**config.mk**
```make
export PLATFORM = sky130hd
export DESIGN_NAME = alu_seq
export DESIGN_NICKNAME = d
export VERILOG_FILES = /design/src/rtl/alu_seq_pkg.sv /design/src/rtl/alu_mul_seq.sv /design/src/rtl/alu_seq.sv
export SDC_FILE = /design/constraint.sdc
export NUM_CORES = 1
export LEC_CHECK = 0
export ABC_AREA = 1
export CAP_MARGIN = 20
export CELL_PAD_IN_SITES_DETAIL_PLACEMENT = 0
export CELL_PAD_IN_SITES_GLOBAL_PLACEMENT = 1
export CORE_MARGIN = 4
export CORE_UTILIZATION = 39
export CTS_CLUSTER_DIAMETER = 30
export DETAILED_ROUTE_END_ITERATION = 16
export HOLD_SLACK_MARGIN = 0.06
export PLACE_DENSITY_LB_ADDON = 0.1
export SYNTH_ARGS = -nofsm -noshare
export SYNTH_HDL_FRONTEND = slang
export SYNTH_HIERARCHICAL = 1
export SYNTH_SLANG_ARGS = --single-unit
```
**constraint.sdc**
```tcl
create_clock -name clk -period 2.73 [get_ports clk]
set_clock_uncertainty 0.15 [all_clocks]
set_input_delay 0.546 -clock clk [delete_from_list [all_inputs] [get_ports clk]]
set_output_delay 0.546 -clock clk [all_outputs]
set_load 0.02 [all_outputs]
```
**src/rtl/alu_seq_pkg.sv**
```systemverilog
// Shared opcode encodings and FSM state type for the sequential ALU.
package alu_seq_pkg;

  localparam logic [3:0] OP_ADD = 4'h0;
  localparam logic [3:0] OP_SUB = 4'h1;
  localparam logic [3:0] OP_AND = 4'h2;
  localparam logic [3:0] OP_OR  = 4'h3;
  localparam logic [3:0] OP_XOR = 4'h4;
  localparam logic [3:0] OP_NOT = 4'h5;
  localparam logic [3:0] OP_SHL = 4'h6;
  localparam logic [3:0] OP_SHR = 4'h7;
  localparam logic [3:0] OP_ADC = 4'h8;
  localparam logic [3:0] OP_SBC = 4'h9;
  localparam logic [3:0] OP_ROL = 4'hA;
  localparam logic [3:0] OP_ROR = 4'hB;
  localparam logic [3:0] OP_MUL = 4'hC;

  typedef enum logic {
    ST_IDLE = 1'b0,
    ST_BUSY = 1'b1
  } state_t;

endpackage

```
**src/rtl/alu_mul_seq.sv**
```systemverilog
// Iterative shift-add multiplier: one partial product per cycle for WIDTH cycles.
// done/prod are combinational so the caller loads the product on the final step edge.
module alu_mul_seq #(
  parameter int unsigned WIDTH = 8
) (
  input  logic                 clk,
  input  logic                 rst_n,
  input  logic                 start,
  input  logic [WIDTH-1:0]     a,
  input  logic [WIDTH-1:0]     b,
  output logic                 done,
  output logic [2*WIDTH-1:0]   prod
);

  localparam int unsigned CW = $clog2(WIDTH);

  logic                busy;
  logic [CW-1:0]       cnt;
  logic [2*WIDTH-1:0]  mcand;
  logic [2*WIDTH-1:0]  acc;
  logic [WIDTH-1:0]    mplier;

  // Accumulator value after the current step; on the last step this is the full product.
  assign prod = acc + (mplier[0] ? mcand : '0);
  assign done = busy && (cnt == CW'(WIDTH - 1));

  always_ff @(posedge clk or negedge rst_n) begin
    if (!rst_n) begin
      busy   <= 1'b0;
      cnt    <= '0;
      mcand  <= '0;
      acc    <= '0;
      mplier <= '0;
    end else if (start) begin
      busy   <= 1'b1;
      cnt    <= '0;
      mcand  <= {{WIDTH{1'b0}}, a};
      acc    <= '0;
      mplier <= b;
    end else if (busy) begin
      acc    <= prod;
      mcand  <= mcand << 1;
      mplier <= mplier >> 1;
      cnt    <= cnt + CW'(1);
      if (done) busy <= 1'b0;
    end
  end

endmodule

```
**src/rtl/alu_seq.sv**
```systemverilog
// Handshaked ALU with registered result/flags, carry chaining for ADC/SBC,
// rotates and an iterative multiply that stalls the issuing stage.
module alu_seq
  import alu_seq_pkg::*;
#(
  parameter int unsigned WIDTH = 8
) (
  input  logic             clk,
  input  logic             rst_n,
  input  logic             in_valid,
  output logic             in_ready,
  input  logic [3:0]       opcode,
  input  logic [WIDTH-1:0] a,
  input  logic [WIDTH-1:0] b,
  output logic             out_valid,
  input  logic             out_ready,
  output logic [WIDTH-1:0] out,
  output logic             carry,
  output logic             zero
);

  state_t             state, state_d;
  logic               accept_c;
  logic               mul_start_c;
  logic               load_c;
  logic [WIDTH-1:0]   res_c;
  logic               cry_c;
  logic [WIDTH-1:0]   alu_res_c;
  logic               alu_cry_c;
  logic               cin_c;
  logic [WIDTH:0]     add_c;
  logic [WIDTH:0]     sub_c;
  logic               mul_done;
  logic [2*WIDTH-1:0] mul_prod;

  assign in_ready = (state == ST_IDLE) && (!out_valid || out_ready);
  assign accept_c = in_valid && in_ready;

  alu_mul_seq #(.WIDTH(WIDTH)) u_mul (
    .clk   (clk),
    .rst_n (rst_n),
    .start (mul_start_c),
    .a     (a),
    .b     (b),
    .done  (mul_done),
    .prod  (mul_prod)
  );

  // Single-cycle datapath; bit WIDTH of sub_c is the borrow of a - b - C.
  always_comb begin
    cin_c     = ((opcode == OP_ADC) || (opcode == OP_SBC)) ? carry : 1'b0;
    add_c     = {1'b0, a} + {1'b0, b} + {{WIDTH{1'b0}}, cin_c};
    sub_c     = {1'b0, a} - {1'b0, b} - {{WIDTH{1'b0}}, cin_c};
    alu_res_c = '0;
    alu_cry_c = 1'b0;
    case (opcode)
      OP_ADD, OP_ADC: begin alu_res_c = add_c[WIDTH-1:0]; alu_cry_c = add_c[WIDTH]; end
      OP_SUB, OP_SBC: begin alu_res_c = sub_c[WIDTH-1:0]; alu_cry_c = sub_c[WIDTH]; end
      OP_AND: alu_res_c = a & b;
      OP_OR:  alu_res_c = a | b;
      OP_XOR: alu_res_c = a ^ b;
      OP_NOT: alu_res_c = ~a;
      OP_SHL: begin alu_res_c = {a[WIDTH-2:0], 1'b0};     alu_cry_c = a[WIDTH-1]; end
      OP_SHR: begin alu_res_c = {1'b0, a[WIDTH-1:1]};     alu_cry_c = a[0];       end
      OP_ROL: begin alu_res_c = {a[WIDTH-2:0], a[WIDTH-1]}; alu_cry_c = a[WIDTH-1]; end
      OP_ROR: begin alu_res_c = {a[0], a[WIDTH-1:1]};     alu_cry_c = a[0];       end
      default: begin alu_res_c = '0; alu_cry_c = 1'b0; end
    endcase
  end

  // Next-state and result-load control.
  always_comb begin
    state_d     = state;
    load_c      = 1'b0;
    mul_start_c = 1'b0;
    res_c       = alu_res_c;
    cry_c       = alu_cry_c;
    case (state)
      ST_IDLE: begin
        if (accept_c) begin
          if (opcode == OP_MUL) begin
            mul_start_c = 1'b1;
            state_d     = ST_BUSY;
          end else begin
            load_c = 1'b1;
          end
        end
      end
      ST_BUSY: begin
        if (mul_done) begin
          load_c  = 1'b1;
          res_c   = mul_prod[WIDTH-1:0];
          cry_c   = |mul_prod[2*WIDTH-1:WIDTH];
          state_d = ST_IDLE;
        end
      end
      default: state_d = ST_IDLE;
    endcase
  end

  always_ff @(posedge clk or negedge rst_n) begin
    if (!rst_n) state <= ST_IDLE;
    else        state <= state_d;
  end

  // A newly loaded result takes priority over consumption of the old one.
  always_ff @(posedge clk or negedge rst_n) begin
    if (!rst_n) begin
      out_valid <= 1'b0;
      out       <= '0;
      carry     <= 1'b0;
      zero      <= 1'b0;
    end else if (load_c) begin
      out_valid <= 1'b1;
      out       <= res_c;
      carry     <= cry_c;
      zero      <= (res_c == '0);
    end else if (out_ready) begin
      out_valid <= 1'b0;
    end
  end

endmodule

```
==> metrics.txt <==
reg-to-reg setup timing slack=0.05 ns; Worst path max stage delay=0.49 ns; final WL=16.79 mm; register area share after synthesis=27.14%; initial antenna violation count=0; Cells after DPL=1089; top cells by area, synth=dfrtp_1 (27%), nand2_1 (19%), ha_1 (11%); Synth top area share=27.14%; Final ANT Viol Nets=0; post-route cell area=0.007391 mm²; fin crit period=2.684 ns; Row Count=41; leakage power=4.055 nW; IO Count=36; Worst setup SP type=input port; clk slew on worst S/H paths=0.08 ns; largest net degree at the start of global routing=57; Vias/cell=4.944; critical path arrival=2.73 ns; Layout Cells excl Fill=1112; Slew Viols, Final=0; CTS sink cnt=56; CTS tree=built; critical path required time=2.78 ns; nets=1015; RR Startpoint=u_mul/mplier[0]; Setup WS post-layout=0.04575 ns; met3 wire length=634 µm; antenna fix cells=0; Final Hold Fails=0; Worst setup endpoint=carry; die height=123.1 µm; share of layout cells above drive strength 1=29.36%; root buf cell=clkbuf_16; synthesis-to-layout area growth=43.13%; Syn Area/Cell=6.654 µm²; count of cell types in the netlist=39; CTS max path bufs=2; Final period util=98.32%; global-route wire length before repair=27.07 mm; Total Routing Usage GR=22.84%; GP Congestion=0.9146; Congestion Overflow GR=0; Port Buffers=35; commonest non-fill, non-tap cell in the layout=nand2_1; hpwl dp=13.40 mm; CORE AREA=0.01277 mm²; total negative slack=0 ns; Max Clk Rate=372.5 MHz; DR vias=5498; RSZ-0062 raised after global routing=true; area post-placement=0.006639 mm²; Hold WS=0.07635 ns; post-synth top area cell=dfrtp_1; pre-CTS setup slack=-0.7335 ns; final setup violating endpoints=0; Worst Hold Class=input port to asynchronous set/reset pin; Initial Utilization=40.43%; Async S/R FF share, synth=100.0%; outcome=finished clean; Iter 0 DRT Violations=339; Mapped Area=0.005164 mm²; maximum capacitance violations=0; vias in the first global route=5314; slew at the pin closest to its max-slew limit=0.4393 ns; Worst path most repeated cell=nand2_1; CTS Buf Count=5; Max VDD drop=475.9 µV; Post-Syn Instances=776; Syn Nets=852; crit-path cells=clkdlybuf4s50_1 > inv_1 > buf_4 > ha_1 > inv_1 > ha_4 > a21oi_1 > nand3_1 > nand2_1 > nand2_1 > a21oi_2 > nand2_1 > nand2_1 > o21ai_0 > nand2_1 > nand2_1; post-DR wirelength/cell=15.10 µm; most frequent cells in the layout=nand2_1 (231), buf_4 (122), inv_1 (121); first drt pass iteration count=5; Setup crit end kind=flip-flop; crit-path max FO=4; CP startpoint=a[4]; yosys warns=6; flops & latches, synth=56; M1 WL=8.743 mm; WL met2=7.265 mm; R2R cell count=18; main flop type after synthesis=dfrtp_1; Pwr Density=724.2 mW/mm²; highest metal used=met4; H-tree depth=2; Slowest-stage cell, CP=clkdlybuf4s50_1; Die ar.=0.01515 mm²; Finished Core Util=57.86%; Die Wd=123.1 µm; RR Endpoint=carry; Post-synth EDFFs=0; max_slew headroom=70.72%; DRC viols=0; Clock Latency Late Sink=0.31 ns; Tot Pwr=5.352 mW; Setup CP Type=input port to flip-flop
[synth_stat cells (2+ instances only)]
cell      count
nand3_1      68
o21ai_1       2
a21oi_1      26
o21ai_2       4
a31oi_1       2
buf_6         3
and2_1        7
nand2_1     260
nor2_8        2
o221ai_2      7
inv_2         6
xnor2_1       2
buf_2         4
nand4_1       3
fa_1          5
o22ai_1      11
a22o_1        7
nor2_1       54
nand3b_1     11
nand2_2       2
a21boi_0      3
inv_1       137
o211ai_1      5
nor3_1        5
a22oi_1       2
dfrtp_1      56
xor2_1        9
clkbuf_1      3
o21ai_0      11
ha_1         47
nor2_2        4
[flip-flops by register name, summed over array words and instances (netlist names)]
signal	cells
u_mul/acc	16
u_mul/mcand	16
out	8
u_mul/mplier	8
u_mul/cnt	3
carry	1
out_valid	1
state	1
u_mul/busy	1
zero	1
[critical path, delay by kind of cell]
| kind | cells | cell delay, ns |
|---|---|---|
| buffers and inverters | 4 | 0.83 |
| adder cells (fa/ha/maj) | 2 | 0.43 |
| AND/OR/NAND/NOR | 7 | 0.53 |
| AO/OA/AOI/OAI | 3 | 0.40 |
[per-layer routing]
metal / GRT usage [%] / vias up
li1: - / 2768
met3: 2.836 / 8
met5: 0 / -
met2: 33.96 / 107
met1: 35.69 / 2615
met4: 4.083 / 0
[worst min-delay path by stage]
stage / slack (ns) / from / end
floorplan: 0.10 / rst_n / carry
global placement: 0.32 / out[1] / out[1]
detailed placement: 0.32 / zero / zero
CTS: 0.09 / rst_n / out[3]
global route: 0.10 / rst_n / out[3]
finish: 0.08 / rst_n / out[3]
[report_power, final]
part           switching, mW  total (mW)  leakage [nW]  internal (mW)
Sequential             0.249        1.43         0.730           1.18
Combinational           1.67        3.24          3.25           1.58
Clock                  0.330       0.684        0.0767          0.354
Total                   2.25        5.35          4.06           3.11
[logic make-up after synthesis]
kind of cell / share of synthesized area, %
buf+inv: 12.07
compound gates: 11.27
xor+xnor: 1.866
simple gates: 34.33
flops: 27.14
fa+ha+maj: 13.33
[cell type report]
cell class	count	area, µm²
flip-flops and latches	56	1403
multi-input cells	563	3630
clock inverters	3	28.78
clock buffers	5	125.1
fillers	1199	5383
repair buffers	168	1440
inverters	145	549.3
well taps	172	215.2
[timing repair]
action | CTS | global route
cloned | 0 | 1
hold endpoints to repair | 0 | 0
hold buffers | 0 | 0
buffers inserted | 6 | 10
setup endpoints to repair | 10 | 10
gates resized for setup | 49 | 92
pin swaps | 22 | 42
Note: power is estimated with default switching activity, not from simulation.
